File: src/rtl/ps2_voice_alloc_if.sv
// PS/2 keyboard lines plus the four voice outputs and receive status of ps2_voice_alloc.
// master = keyboard/consumer side, slave = the allocator itself.
interface ps2_voice_alloc_if;
    logic       ps2_clk;
    logic       ps2_dat;
    logic [7:0] scan_code1;
    logic [7:0] scan_code2;
    logic [7:0] scan_code3;
    logic [7:0] scan_code4;
    logic       rx_strobe;
    logic [7:0] rx_byte;
    logic       frame_err;

    modport master (
        output ps2_clk, ps2_dat,
        input  scan_code1, scan_code2, scan_code3, scan_code4,
        input  rx_strobe, rx_byte, frame_err
    );

    modport slave (
        input  ps2_clk, ps2_dat,
        output scan_code1, scan_code2, scan_code3, scan_code4,
        output rx_strobe, rx_byte, frame_err
    );
endinterface

File: src/rtl/ps2_voice_alloc.sv
// PS/2 receiver with make/break/E0 decode feeding a four-voice note allocator.
// Optional macro VOICE_STEAL_EN: when all voices are busy a new make steals a voice round-robin.
module ps2_voice_alloc #(
    parameter int FILT_CYC    = 8,
    parameter int TIMEOUT_CYC = 50000
) (
    input  logic               clk,
    input  logic               reset,
    ps2_voice_alloc_if.slave   bus
);
    localparam int FW = $clog2(FILT_CYC + 1);
    localparam int TW = $clog2(TIMEOUT_CYC + 1);

    typedef enum logic [1:0] {IDLE, DATA, PARITY, STOP} state_t;

    logic [1:0]    clkSync_q;
    logic [1:0]    datSync_q;
    logic          fltClk_q;
    logic [FW-1:0] filtCnt_q;

    state_t        state_q;
    logic [2:0]    bitCnt_q;
    logic [7:0]    shift_q;
    logic          parity_q;
    logic [TW-1:0] toCnt_q;
    logic          rxStrobe_q;
    logic [7:0]    rxByte_q;
    logic          frameErr_q;

    logic [7:0]    voice_q [4];
    logic          brk_q;
    logic          ext_q;
`ifdef VOICE_STEAL_EN
    logic [1:0]    stealPtr_q;
`endif

    logic clkDiff;
    logic edgeQual;
    logic fallQual;
    logic datNow;

    assign clkDiff  = clkSync_q[1] ^ fltClk_q;
    assign edgeQual = clkDiff && (filtCnt_q == FW'(FILT_CYC - 1));
    assign fallQual = edgeQual && fltClk_q;
    assign datNow   = datSync_q[1];

    always_ff @(posedge clk or posedge reset) begin
        if (reset) begin
            clkSync_q <= 2'b11;
            datSync_q <= 2'b11;
        end else begin
            clkSync_q <= {clkSync_q[0], bus.ps2_clk};
            datSync_q <= {datSync_q[0], bus.ps2_dat};
        end
    end

    // Glitch filter: the synced clock must sit at its new level FILT_CYC cycles before we flip.
    always_ff @(posedge clk or posedge reset) begin
        if (reset) begin
            fltClk_q  <= 1'b1;
            filtCnt_q <= '0;
        end else if (!clkDiff) begin
            filtCnt_q <= '0;
        end else if (edgeQual) begin
            filtCnt_q <= '0;
            fltClk_q  <= ~fltClk_q;
        end else begin
            filtCnt_q <= filtCnt_q + 1'b1;
        end
    end

    always_ff @(posedge clk or posedge reset) begin
        if (reset) begin
            state_q    <= IDLE;
            bitCnt_q   <= '0;
            shift_q    <= '0;
            parity_q   <= 1'b0;
            toCnt_q    <= '0;
            rxStrobe_q <= 1'b0;
            rxByte_q   <= '0;
            frameErr_q <= 1'b0;
        end else begin
            rxStrobe_q <= 1'b0;
            frameErr_q <= 1'b0;

            if (state_q == IDLE || fallQual) begin
                toCnt_q <= '0;
            end else begin
                toCnt_q <= toCnt_q + 1'b1;
            end

            if (state_q != IDLE && !fallQual && toCnt_q == TW'(TIMEOUT_CYC - 1)) begin
                state_q    <= IDLE;
                frameErr_q <= 1'b1;
            end else if (fallQual) begin
                case (state_q)
                    IDLE: begin
                        if (!datNow) begin
                            state_q  <= DATA;
                            bitCnt_q <= '0;
                        end
                    end
                    DATA: begin
                        shift_q  <= {datNow, shift_q[7:1]};
                        bitCnt_q <= bitCnt_q + 1'b1;
                        if (bitCnt_q == 3'd7) begin
                            state_q <= PARITY;
                        end
                    end
                    PARITY: begin
                        parity_q <= datNow;
                        state_q  <= STOP;
                    end
                    default: begin
                        state_q <= IDLE;
                        // Odd parity over data+parity and a high stop bit are both required.
                        if (datNow && (^{shift_q, parity_q})) begin
                            rxStrobe_q <= 1'b1;
                            rxByte_q   <= shift_q;
                        end else begin
                            frameErr_q <= 1'b1;
                        end
                    end
                endcase
            end
        end
    end

    logic       hit;
    logic       anyIdle;
    logic [1:0] idleIdx;

    always_comb begin
        hit     = 1'b0;
        anyIdle = 1'b0;
        idleIdx = 2'd0;
        for (int i = 3; i >= 0; i--) begin
            if (voice_q[i] == 8'hF0) begin
                anyIdle = 1'b1;
                idleIdx = 2'(i);
            end
            if (voice_q[i] == rxByte_q) begin
                hit = 1'b1;
            end
        end
    end

    // Byte decoder: prefixes only set flags; the code following E0 is swallowed whole.
    always_ff @(posedge clk or posedge reset) begin
        if (reset) begin
            for (int i = 0; i < 4; i++) begin
                voice_q[i] <= 8'hF0;
            end
            brk_q <= 1'b0;
            ext_q <= 1'b0;
`ifdef VOICE_STEAL_EN
            stealPtr_q <= 2'd0;
`endif
        end else if (frameErr_q) begin
            brk_q <= 1'b0;
            ext_q <= 1'b0;
        end else if (rxStrobe_q) begin
            if (rxByte_q == 8'h00 || rxByte_q == 8'hFF) begin
                brk_q <= brk_q;
            end else if (rxByte_q == 8'hE0) begin
                ext_q <= 1'b1;
            end else if (rxByte_q == 8'hF0) begin
                brk_q <= 1'b1;
            end else if (ext_q) begin
                ext_q <= 1'b0;
                brk_q <= 1'b0;
            end else if (brk_q) begin
                brk_q <= 1'b0;
                for (int i = 0; i < 4; i++) begin
                    if (voice_q[i] == rxByte_q) begin
                        voice_q[i] <= 8'hF0;
                    end
                end
            end else if (!hit) begin
                if (anyIdle) begin
                    voice_q[idleIdx] <= rxByte_q;
                end else begin
`ifdef VOICE_STEAL_EN
                    voice_q[stealPtr_q] <= rxByte_q;
                    stealPtr_q          <= stealPtr_q + 2'd1;
`else
                    voice_q[0] <= voice_q[0];
`endif
                end
            end
        end
    end

    assign bus.scan_code1 = voice_q[0];
    assign bus.scan_code2 = voice_q[1];
    assign bus.scan_code3 = voice_q[2];
    assign bus.scan_code4 = voice_q[3];
    assign bus.rx_strobe  = rxStrobe_q;
    assign bus.rx_byte    = rxByte_q;
    assign bus.frame_err  = frameErr_q;

endmodule

File: src/flat_wrapper.sv
// flat-port wrapper written by rule: the top's interface ports become plain ports
module ps2_voice_alloc_flat 
#(
    parameter int FILT_CYC    = 8,
    parameter int TIMEOUT_CYC = 50000
)
  (clk, reset, bus_ps2_clk, bus_ps2_dat, bus_scan_code1, bus_scan_code2, bus_scan_code3, bus_scan_code4, bus_rx_strobe, bus_rx_byte, bus_frame_err);
  ps2_voice_alloc_if bus_i ();
  input  logic clk;
  input  logic reset;
  input wire logic [$bits(bus_i.ps2_clk)-1:0] bus_ps2_clk;
  input wire logic [$bits(bus_i.ps2_dat)-1:0] bus_ps2_dat;
  output wire logic [$bits(bus_i.scan_code1)-1:0] bus_scan_code1;
  output wire logic [$bits(bus_i.scan_code2)-1:0] bus_scan_code2;
  output wire logic [$bits(bus_i.scan_code3)-1:0] bus_scan_code3;
  output wire logic [$bits(bus_i.scan_code4)-1:0] bus_scan_code4;
  output wire logic [$bits(bus_i.rx_strobe)-1:0] bus_rx_strobe;
  output wire logic [$bits(bus_i.rx_byte)-1:0] bus_rx_byte;
  output wire logic [$bits(bus_i.frame_err)-1:0] bus_frame_err;
  assign bus_i.ps2_clk = bus_ps2_clk;
  assign bus_i.ps2_dat = bus_ps2_dat;
  assign bus_scan_code1 = bus_i.scan_code1;
  assign bus_scan_code2 = bus_i.scan_code2;
  assign bus_scan_code3 = bus_i.scan_code3;
  assign bus_scan_code4 = bus_i.scan_code4;
  assign bus_rx_strobe = bus_i.rx_strobe;
  assign bus_rx_byte = bus_i.rx_byte;
  assign bus_frame_err = bus_i.frame_err;
  ps2_voice_alloc #(.FILT_CYC(FILT_CYC), .TIMEOUT_CYC(TIMEOUT_CYC)) u_core (.clk(clk), .reset(reset), .bus(bus_i));
endmodule
File: config.mk
export PLATFORM = sky130hd
export DESIGN_NAME = ps2_voice_alloc_flat
export DESIGN_NICKNAME = d
export VERILOG_FILES = /design/src/rtl/ps2_voice_alloc_if.sv /design/src/rtl/ps2_voice_alloc.sv /design/src/flat_wrapper.sv
export SDC_FILE = /design/constraint.sdc
export NUM_CORES = 1
export LEC_CHECK = 0
export BUFFER_PORTS_ARGS = -buffer_cell sky130_fd_sc_hd__buf_2
export CORE_ASPECT_RATIO = 0.8
export CORE_MARGIN = 3
export CORE_UTILIZATION = 30
export DETAILED_ROUTE_END_ITERATION = 10
export HOLD_SLACK_MARGIN = 0.05
export PLACE_DENSITY = 0.45
export SETUP_SLACK_MARGIN = 0.15
export SYNTH_ARGS = -nofsm -noshare
export SYNTH_HDL_FRONTEND = slang
export SYNTH_SLANG_ARGS = --single-unit
export TNS_END_PERCENT = 50
File: constraint.sdc
create_clock -name clk -period 6.6 [get_ports clk]
set_input_delay 1.32 -clock clk [delete_from_list [all_inputs] [get_ports clk]]
set_output_delay 1.32 -clock clk [all_outputs]
set_load 0.02 [all_outputs]
==> flow_metrics.env <==
export IMPL_cts_max_level=3
export IMPL_drc=0
export IMPL_synth_area_sq_um=4160
export IMPL_numCtsBuffers=9
export IMPL_drt_vias_per_instance=4.87
export IMPL_p_leak_nw=2.21
export IMPL_cp_slowest_cell="dfrtp_1"
export IMPL_clock_latency_ns=0.33
export IMPL_max_stage_delay_ns=0.77
export IMPL_grt_util_all_layers=0.135
export IMPL_setup_ws_ns=3.89
export IMPL_crit_required_ns=5.28
export IMPL_cts_max_path_buffers=2
export IMPL_use_met3=0.0363
export IMPL_avgRoutedWirePerCell_um=16.0
export IMPL_regArea_sq_um=2100
export IMPL_synthToLayoutAreaGrowth_pct=17.0
export IMPL_syn_num_nets=390
export IMPL_io_buffers=45
export IMPL_antenna_found_initial=0
export IMPL_arrival_ns=1.39
export IMPL_p_per_area_nw_per_um2=228
export IMPL_postPlaceCellArea_sq_um=4540
export IMPL_grt_setup_unrepaired="false"
export IMPL_drt_wl_total_mm=9.69
export IMPL_initial_utilization=0.315
export IMPL_tritoncts="done"
export IMPL_antenna_left=0
export IMPL_regToRegSetupSlack_ns=4.32
export IMPL_post_cts_buffers=0
export IMPL_syn_avg_cell_area_sq_um=11.0
export IMPL_crit_path_end_kind="primary output"
export IMPL_first_global_vias=2958
export IMPL_drive_gt1_frac=0.277
export IMPL_multi_input_area_sq_um=1930
export IMPL_pin_count=46
export IMPL_nNetsFinal=437
export IMPL_synthMostInstantiatedCell="dfrtp_1"
export IMPL_preCtsSetupSlack_ns=4.18
export IMPL_worstSetupStartpointType="flip-flop"
export IMPL_cts_resized=0
export IMPL_n_antenna_cell=0
export IMPL_worst_path_buf_inv=1
export IMPL_final_util=0.369
export IMPL_synth_edf_count=0
export IMPL_min_path_type="flip-flop to flip-flop"
export IMPL_nFillCells=1346
export IMPL_ys_flop_type="dfrtp_1"
export IMPL_grt_use_met2=0.186
export IMPL_synth_common_cells="62 x dfrtp_1, 43 x xnor2_1, 34 x nor2_1, 30 x nand2_1, 21 x dfstp_2"
export IMPL_crit_type="flip-flop to primary output"
export IMPL_drt_initial_drc_count=141
export IMPL_grt_max_degree=84
export IMPL_skew_ns=0.00535
export IMPL_die_width_um=138
export IMPL_fin_area_sq_um=4860
export IMPL_clk_pin_slew_ns=0.06
export IMPL_period_needed_ns=2.71
export IMPL_grt_ovfl_total=0
export IMPL_hpwl_mm=6.73
export IMPL_cp_top_family="flip-flops"
export IMPL_fin_tns_setup_ns=0
export IMPL_tightestPinTransition_ns=1.06
export IMPL_cts_hold_buf=0
export IMPL_grt_use_met1=0.206
export IMPL_vdd_drop_max_mv=0.109
export IMPL_worstPathMaxFanout=15
export IMPL_synth_lib_cells_used_distinct=47
export IMPL_cp_cell_sequence="buf_2"
export IMPL_yosysTopAreaCellShare=0.373
export IMPL_synth_seq_cells=83
export IMPL_ys_async_sr_fraction=1.00
export IMPL_outcome="completed"
export IMPL_vias=2945
export IMPL_final_hold_violation_count=0
export IMPL_dieHeight_um=111
export IMPL_coreArea_sq_um=13200
export IMPL_dr_pass1_iters=4
export IMPL_fin_crit_sh=0.411
export IMPL_busiest_layer="met1"
export IMPL_ys_warn_count=0
export IMPL_max_freq_mhz=369
export IMPL_slew_viol_final=0
export IMPL_max_slew_margin=0.295
export IMPL_maxCapViolations=0
export IMPL_placementRows=37
export IMPL_globalplace_congestion=0.792
export IMPL_netlist_instances=378
export IMPL_grt_first_pass_wirelength_mm=16.2
export IMPL_cts_root_buf="clkbuf_16"
export IMPL_synthTopCellsByArea="dfrtp_1 37%, dfstp_2 13%, xnor2_1 9.1%"
export IMPL_yosysSeqAreaShare=0.506
export IMPL_setup_viol=0
export IMPL_dieArea_sq_um=15300
export IMPL_clock_sinks=83
export IMPL_synth_top_cell_by_area="dfrtp_1"
## path summary, 6_finish.rpt
check | from | end | cells past startpoint
worst max-delay path | u_core.bus.rx_byte[4] | bus_rx_byte[4] | 1
worst min-delay path | u_core.clkSync_q[0] | u_core.clkSync_q[1] | 0
worst max register to register | u_core.bus.rx_byte[4] | u_core.bus.scan_code1[6] | 5
worst min register to register | u_core.clkSync_q[0] | u_core.clkSync_q[1] | 0
max in group asynchronous | reset | u_core.bus.scan_code1[1] | 3
min in group asynchronous | reset | u_core.bitCnt_q[2] | 3
## cell usage in the layout (no fill, tap or decap), types with 2 or more instances in the layout
| master | Yosys | final |
|---|---|---|
| a211oi_1 | 2 | 2 |
| ha_1 | 8 | 8 |
| nor2_1 | 34 | 34 |
| nand2_2 | 3 | 3 |
| o21ai_0 | 17 | 17 |
| a32o_1 | 2 | 2 |
| dfstp_2 | 21 | 21 |
| a21oi_1 | 8 | 8 |
| and3_1 | 6 | 6 |
| mux2_2 | 18 | 18 |
| clkinv_2 | 0 | 2 |
| nor3_1 | 10 | 10 |
| o21ai_1 | 6 | 6 |
| xor2_1 | 9 | 9 |
| nand3_1 | 6 | 6 |
| xnor2_1 | 43 | 43 |
| clkbuf_16 | 0 | 9 |
| or4_1 | 2 | 2 |
| or3_1 | 7 | 7 |
| nand4_1 | 13 | 13 |
| bufinv_16 | 0 | 2 |
| or2_2 | 2 | 2 |
| o22a_1 | 16 | 16 |
| nand2b_1 | 3 | 3 |
| nand2_1 | 30 | 30 |
| nor4_1 | 5 | 5 |
| dfrtp_1 | 62 | 62 |
| clkbuf_1 | 2 | 2 |
| buf_2 | 0 | 45 |
| inv_1 | 15 | 14 |
## metal layers
layer  vias to the layer above  part of all wire  routed length, um
li1                       1421                 -                  -
met4                         0             0.012                117
met3                        12             0.051                492
met5                         -                 0                  0
met1                      1442              0.53               5090
met2                        70              0.41               3990
## area by class of cell
type	instances	share of cell area
Inverter	15	0.0118
Multi-Input combinational cell	270	0.397
Clock buffer	12	0.0507
Timing Repair Buffer	46	0.0479
Tap cell	175	0.0450
Sequential cell	83	0.432
Clock inverter	4	0.0152
## where the power goes
part	total, mW	internal, mW	switching, mW	leakage [nW]
logic	0.0367	0.0159	0.0208	0.969
clock network	0.539	0.342	0.197	0.157
registers	0.532	0.524	0.00880	1.08
## registers in the layout (all words and copies together), names as in the netlist
signal	flops
u_core.clkSync_q	2
u_core.datSync_q	2
u_core.parity_q	1
u_core.brk_q	1
u_core.filtCnt_q	4
u_core.bus.rx_byte	8
u_core.bus.rx_strobe	1
u_core.toCnt_q	16
u_core.bus.frame_err	1
u_core.bus.scan_code2	8
u_core.bitCnt_q	3
u_core.bus.scan_code1	8
u_core.shift_q	8
u_core.fltClk_q	1
u_core.ext_q	1
u_core.bus.scan_code3	8
u_core.state_q	2
u_core.bus.scan_code4	8
## per-stage QoR
step / instances / hold WS [ns] / total power, mW
floorplan: 378 / 0.345 / 0.569
global placement: 589 / 0.346 / 0.579
detailed placement: 589 / 0.350 / 0.579
CTS: 605 / 0.359 / 1.13
global route: 605 / 0.361 / 1.16
finish: 605 / 0.356 / 1.11
## kinds of logic (layout without fill, tap and decap cells)
group           after synthesis  count (layout)  share of synthesized area
compound gates               58              58                      0.101
xor+xnor                     52              52                      0.110
fa+ha+maj                     8               8                     0.0241
buf+inv                      25              77                     0.0298
flops                        83              83                      0.506
mux                          19              19                     0.0512
simple gates                133             133                      0.178
Note: power is estimated with default switching activity, not from simulation.
